--- config.mk ---
export PLATFORM = sky130hd
export DESIGN_NAME = cw_decoder
export DESIGN_NICKNAME = d
export VERILOG_FILES = /design/src/rtl/cw_decoder.sv
export SDC_FILE = /design/constraint.sdc
export NUM_CORES = 1
export LEC_CHECK = 0
export ABC_AREA = 0
export CORE_ASPECT_RATIO = 1.25
export CORE_UTILIZATION = 63
export CTS_CLUSTER_DIAMETER = 200
export DETAILED_ROUTE_END_ITERATION = 12
export HOLD_SLACK_MARGIN = 0.1
export PLACE_DENSITY_LB_ADDON = 0.2
export SETUP_SLACK_MARGIN = 0.05
export SYNTH_ARGS = -nofsm -noshare
export SYNTH_HDL_FRONTEND = slang
export SYNTH_SLANG_ARGS = --single-unit
--- constraint.sdc ---
create_clock -name clk -period 14.5 [get_ports clk]
set_clock_uncertainty 0.1 [all_clocks]
set_input_delay 4.35 -clock clk [delete_from_list [all_inputs] [get_ports clk]]
set_output_delay 4.35 -clock clk [all_outputs]
set_load 0.1 [all_outputs]
--- src/rtl/cw_decoder.sv ---
// Constant-weight word decoder: turns t gap values back into the message bit stream (d = 2^u split).
// Latency: 2-cycle best_d query per symbol, then one bit per accepted transfer; one-cycle commit per gap.
// Backpressure: bit_out holds while bit_valid && !bit_ready; delta_ready only in FETCH, one gap per fetch.
module cw_decoder #(
    parameter int NW = 21,
    parameter int TW = 4,
    parameter int UW = 5
) (
    input  logic          clk,
    input  logic          rst_n,
    input  logic          start,
    input  logic [NW-1:0] n_in,
    input  logic [TW-1:0] t_in,
    output logic [NW-1:0] bd_n,
    output logic [TW-1:0] bd_t,
    input  logic [UW-1:0] bd_u,
    input  logic [NW-1:0] delta_in,
    input  logic          delta_valid,
    output logic          delta_ready,
    output logic          bit_out,
    output logic          bit_valid,
    input  logic          bit_ready,
    output logic          busy,
    output logic          done,
    output logic          err,
    output logic [NW-1:0] bit_count
);

    typedef enum logic [3:0] {
        st_idle, st_query, st_fetch, st_cmp, st_emit1,
        st_emit0, st_emitb, st_commit, st_done, st_err
    } state_t;

    state_t        st, st_nxt;
    logic [NW-1:0] n, n_nxt;
    logic [TW-1:0] t, t_nxt;
    logic [NW-1:0] dl, dl_nxt;
    logic [NW-1:0] d, d_nxt;
    logic [UW-1:0] u, u_nxt;
    logic [UW-1:0] idx, idx_nxt;
    logic          hold, hold_nxt;
    logic          qph, qph_nxt;
    logic [NW-1:0] cnt_nxt;
    logic          bv_nxt, bo_nxt, busy_nxt;
    logic          xfer;

    assign xfer        = bit_valid && bit_ready;
    assign delta_ready = (st == st_fetch);
    assign bd_n        = n;
    assign bd_t        = t;

    always_comb begin
        st_nxt   = st;
        n_nxt    = n;
        t_nxt    = t;
        dl_nxt   = dl;
        d_nxt    = d;
        u_nxt    = u;
        idx_nxt  = idx;
        hold_nxt = hold;
        qph_nxt  = 1'b0;
        cnt_nxt  = xfer ? bit_count + NW'(1) : bit_count;
        case (st)
            st_idle, st_done, st_err: begin
                if (start) begin
                    n_nxt    = n_in;
                    t_nxt    = t_in;
                    cnt_nxt  = '0;
                    hold_nxt = 1'b0;
                    st_nxt   = (t_in == '0) ? st_done : st_query;
                end else if (st == st_done) begin
                    st_nxt = st_idle;
                end
            end
            // first cycle presents n/t, second cycle samples the registered best_d answer
            st_query: begin
                if (!qph) begin
                    qph_nxt = 1'b1;
                end else begin
                    u_nxt  = bd_u;
                    d_nxt  = NW'(1) << bd_u;
                    st_nxt = hold ? st_cmp : st_fetch;
                end
            end
            st_fetch: begin
                if (delta_valid) begin
                    if (delta_in > n - NW'(t)) begin
                        st_nxt = st_err;
                    end else begin
                        dl_nxt   = delta_in;
                        hold_nxt = 1'b1;
                        st_nxt   = st_cmp;
                    end
                end
            end
            st_cmp: st_nxt = (dl >= d) ? st_emit1 : st_emit0;
            st_emit1: begin
                if (xfer) begin
                    dl_nxt = dl - d;
                    n_nxt  = n - d;
                    st_nxt = st_query;
                end
            end
            st_emit0: begin
                if (xfer) begin
                    if (u == '0) begin
                        st_nxt = st_commit;
                    end else begin
                        idx_nxt = u - UW'(1);
                        st_nxt  = st_emitb;
                    end
                end
            end
            st_emitb: begin
                if (xfer) begin
                    if (idx == '0) st_nxt = st_commit;
                    else           idx_nxt = idx - UW'(1);
                end
            end
            st_commit: begin
                n_nxt    = n - dl - NW'(1);
                t_nxt    = t - TW'(1);
                hold_nxt = 1'b0;
                st_nxt   = (t == TW'(1)) ? st_done : st_query;
            end
            default: st_nxt = st_idle;
        endcase

        // output bit is registered from the state being entered, so it stays put under backpressure
        bv_nxt = 1'b0;
        bo_nxt = 1'b0;
        case (st_nxt)
            st_emit1: begin bv_nxt = 1'b1; bo_nxt = 1'b1; end
            st_emit0: begin bv_nxt = 1'b1; bo_nxt = 1'b0; end
            st_emitb: begin bv_nxt = 1'b1; bo_nxt = dl_nxt[idx_nxt]; end
            default:  begin bv_nxt = 1'b0; bo_nxt = 1'b0; end
        endcase
        busy_nxt = !(st_nxt == st_idle || st_nxt == st_done || st_nxt == st_err);
    end

    always_ff @(posedge clk or negedge rst_n) begin
        if (!rst_n) begin
            st        <= st_idle;
            n         <= '0;
            t         <= '0;
            dl        <= '0;
            d         <= '0;
            u         <= '0;
            idx       <= '0;
            hold      <= 1'b0;
            qph       <= 1'b0;
            bit_count <= '0;
            bit_valid <= 1'b0;
            bit_out   <= 1'b0;
            busy      <= 1'b0;
            done      <= 1'b0;
            err       <= 1'b0;
        end else begin
            st        <= st_nxt;
            n         <= n_nxt;
            t         <= t_nxt;
            dl        <= dl_nxt;
            d         <= d_nxt;
            u         <= u_nxt;
            idx       <= idx_nxt;
            hold      <= hold_nxt;
            qph       <= qph_nxt;
            bit_count <= cnt_nxt;
            bit_valid <= bv_nxt;
            bit_out   <= bo_nxt;
            busy      <= busy_nxt;
            done      <= (st_nxt == st_done);
            err       <= (st_nxt == st_err);
        end
    end

endmodule

==> impl_metrics.tcl <==
set metrics [dict create \
    synthCells 1182 \
    antenna_found_initial 0 \
    critPathMaxFanout 7 \
    die_area_um2 15900 \
    grt_max_degree 58 \
    regToRegStartpoint "bd_n[0]" \
    port_buffers 107 \
    worst_ep_arrival_time_ns 7.88 \
    cts_hold_buf 0 \
    hold_violations 0 \
    end_kind "flop" \
    grt_pass1_wl_um 46900 \
    post-route-min-period_ns 7.73 \
    synth_top_family_by_area "compound AO/OA/AOI/OAI gates" \
    avgRoutedWirePerCell_um 20.6 \
    synth_common_cells "nor2_1, dfrtp_1, nand2_1" \
    switchingPower_uw 1610 \
    vdd_drop_max_mv 0.213 \
    synth.area.mux_share 0.0151 \
    power_uw 2900 \
    grt_overflow_total 0 \
    layout-drive-gt1-share 0.0416 \
    cts_tree "yes" \
    cts.reportedPaths.clkPinSlew_ns 0.09 \
    synthesis.area_um2 9710 \
    crit_slowest_cell "a211oi_1" \
    rsz0062_at_grt "no" \
    rows 50 \
    grt_pass1_vias 9130 \
    cpLargestDelayFamily "compound AO/OA/AOI/OAI gates" \
    root_buffer "clkbuf_16" \
    rrSetupSlack_ns 8.72 \
    yosysMostFrequentCell "nor2_1" \
    synth-adder-area-share 0.126 \
    postCtsSetupBuffers 0 \
    vias 9580 \
    power_leakage_uw 0.00477 \
    status "completed" \
    routed_via_density 6.58 \
    worstPathCellList "clkdlybuf4s50_1 -> ha_1 -> a21oi_1 -> a21boi_0 -> a211oi_1 -> nand3_1 -> a21o_4 -> a221o_1 -> a221o_1 -> o2bb2ai_1 -> nor4_1 -> a31oi_1" \
    num_antenna_cells 0 \
    drtPass1Iterations 6 \
    grt.total_usage 0.384 \
    die_h_um 141 \
    wirelength_um 30000 \
    max_slew_margin 0.343 \
    synthArstFlopShare 1.00 \
    postSynthAreaPerCell_um2 8.21 \
    synthTopCellsByArea "dfrtp_1, ha_1, nor2_1" \
    slowest_delay_ns 0.61 \
    holdPathStages 1 \
    ios 108 \
    core_um2 15000 \
    worstHoldStart "qph" \
    nFillCells 1212 \
    synth-simple-area-share 0.218 \
    swShare 0.557 \
    p_seq_frac 0.193 \
    syn_to_final_growth_pct 15.7 \
    worst-path-stages 12 \
    r2r_cells 20 \
    crit_buf_inv 1 \
    hold_class "flop to flop" \
    synth_top_cell_by_area "dfrtp_1" \
    ys.flop_type "dfrtp_1" \
    synth_xor_area_frac 0.0749 \
    max-cap-violations 0 \
    finalCritPeriodShare 0.533 \
    synth_top_area_frac 0.281 \
    hold_ws_ns 0.372 \
    drcViolationCount 0 \
    power.share.clock 0.091 \
    synth_cell_types 82 \
    die_w_um 113 \
    start_util 0.647 \
    cellPowerDensity_nw_per_um2 258 \
    tightest_slew_ns 0.983 \
    ys_warn_count 0 \
    setup_tns_ns 0 \
    setup_viol 0 \
    rr_endpoint "bit_out" \
    power_frac_comb 0.716 \
    synth_edf_count 0 \
    cts_max_level 3 \
    worstPathRequired_ns 14.65 \
    slew_violations 0 \
    gp_congestion 1.08 \
    intPower_uw 1280 \
    ys_seq_area_frac 0.281 \
    final_nets 1421 \
    post_cts_resize_count 0 \
    crit_path_frequent_cell "a221o_1" \
    hpwl_um 23500 \
    crit_type "input port to flop" \
    clkLatencyLatePin_ns 0.37 \
    whs_endpoint "qph" \
    clk_path_buf_depth 2 \
    synth_compound_area_frac 0.237 \
    ys_seq_elements 109 \
    drtAntennaViolNets 0 \
    drt_iter0_markers 918 \
    cts_buffers 9 \
    synthesis.nets 1333 \
    startpoint_type "input port" \
    cts_sinks 109 \
    fmax_mhz 129 \
]
worst max path at each step:
stage               slack [ns]    startpoint  endpoint
global placement          6.61  delta_in[19]   bit_out
floorplan                 7.36  delta_in[19]   bit_out
finish                    6.77  delta_in[19]   bit_out
detailed placement        6.48  delta_in[19]   bit_out
global route              6.65  delta_in[19]   bit_out
CTS                       6.87  delta_in[19]   bit_out
registers in the layout, summed over array words and instances, names as in the netlist:
signal	flops
dl	21
u	5
bit_out	1
idx	5
done	1
bd_t	4
busy	1
hold	1
bd_n	21
qph	1
err	1
d	21
bit_count	21
bit_valid	1
st	4
power by group through the flow:
stage | Clock (µW) | Sequential, µW | Combinational (µW)
3_5_place_dp | 0 | 559 | 2030
4_1_cts | 264 | 555 | 2050
3_3_place_gp | 0 | 558 | 2010
5_1_grt | 277 | 570 | 2260
6_report | 263 | 559 | 2080
2_1_floorplan | 0 | 801 | 1300
cell families (layout without fill, tap and decap cells):
kind of cell | Yosys count | in the layout
compound gates | 335 | 335
xor+xnor | 83 | 83
fa+ha+maj | 95 | 95
buf+inv | 123 | 216
flops | 109 | 109
mux | 14 | 14
simple gates | 423 | 423
stage by stage:
stage / setup slack (ns) / area (µm²) / cells / util
after floorplan: 7.36 / 9710 / 1182 / -
after global placement: 6.61 / 10900 / 1441 / 0.727
after detailed placement: 6.48 / 10900 / 1441 / 0.727
after CTS: 6.87 / 11200 / 1457 / 0.748
after global routing: 6.65 / 11200 / 1457 / 0.748
final: 6.77 / 11200 / 1457 / 0.748
layout by cell type (no fill, tap or decap), drive strengths merged, types with 12 or more instances in the layout:
cell type / count
xnor2: 39
nor3: 25
nand4: 13
a21oi: 79
and3: 16
a31oi: 19
nand3: 43
nand2: 108
a211oi: 13
or3: 12
xor2: 44
nor2: 122
o211ai: 13
nor2b: 14
dfrtp: 109
ha: 91
a21o: 18
a22oi: 13
clkdlybuf4s50: 106
o31ai: 27
o21ai: 53
a221oi: 13
inv: 88
layout make-up:
cell class / instances / area [µm²] / area share
Clock inverter: 7 / 90.1 / 0.00802
Sequential cell: 109 / 2730 / 0.243
Timing Repair Buffer: 114 / 1120 / 0.0998
Multi-Input combinational cell: 950 / 6520 / 0.580
Inverter: 86 / 323 / 0.0287
Tap cell: 182 / 228 / 0.0203
Clock buffer: 9 / 225 / 0.0200
per-layer routing:
metal | part of all wire | vias up | track usage
li1 | - | 4527 | -
met5 | 0 | - | 0
met3 | 0.072 | 113 | 0.0589
met2 | 0.47 | 450 | 0.643
met4 | 0.070 | 0 | 0.258
met1 | 0.39 | 4490 | 0.456
Power figures use the tool's default switching activity.
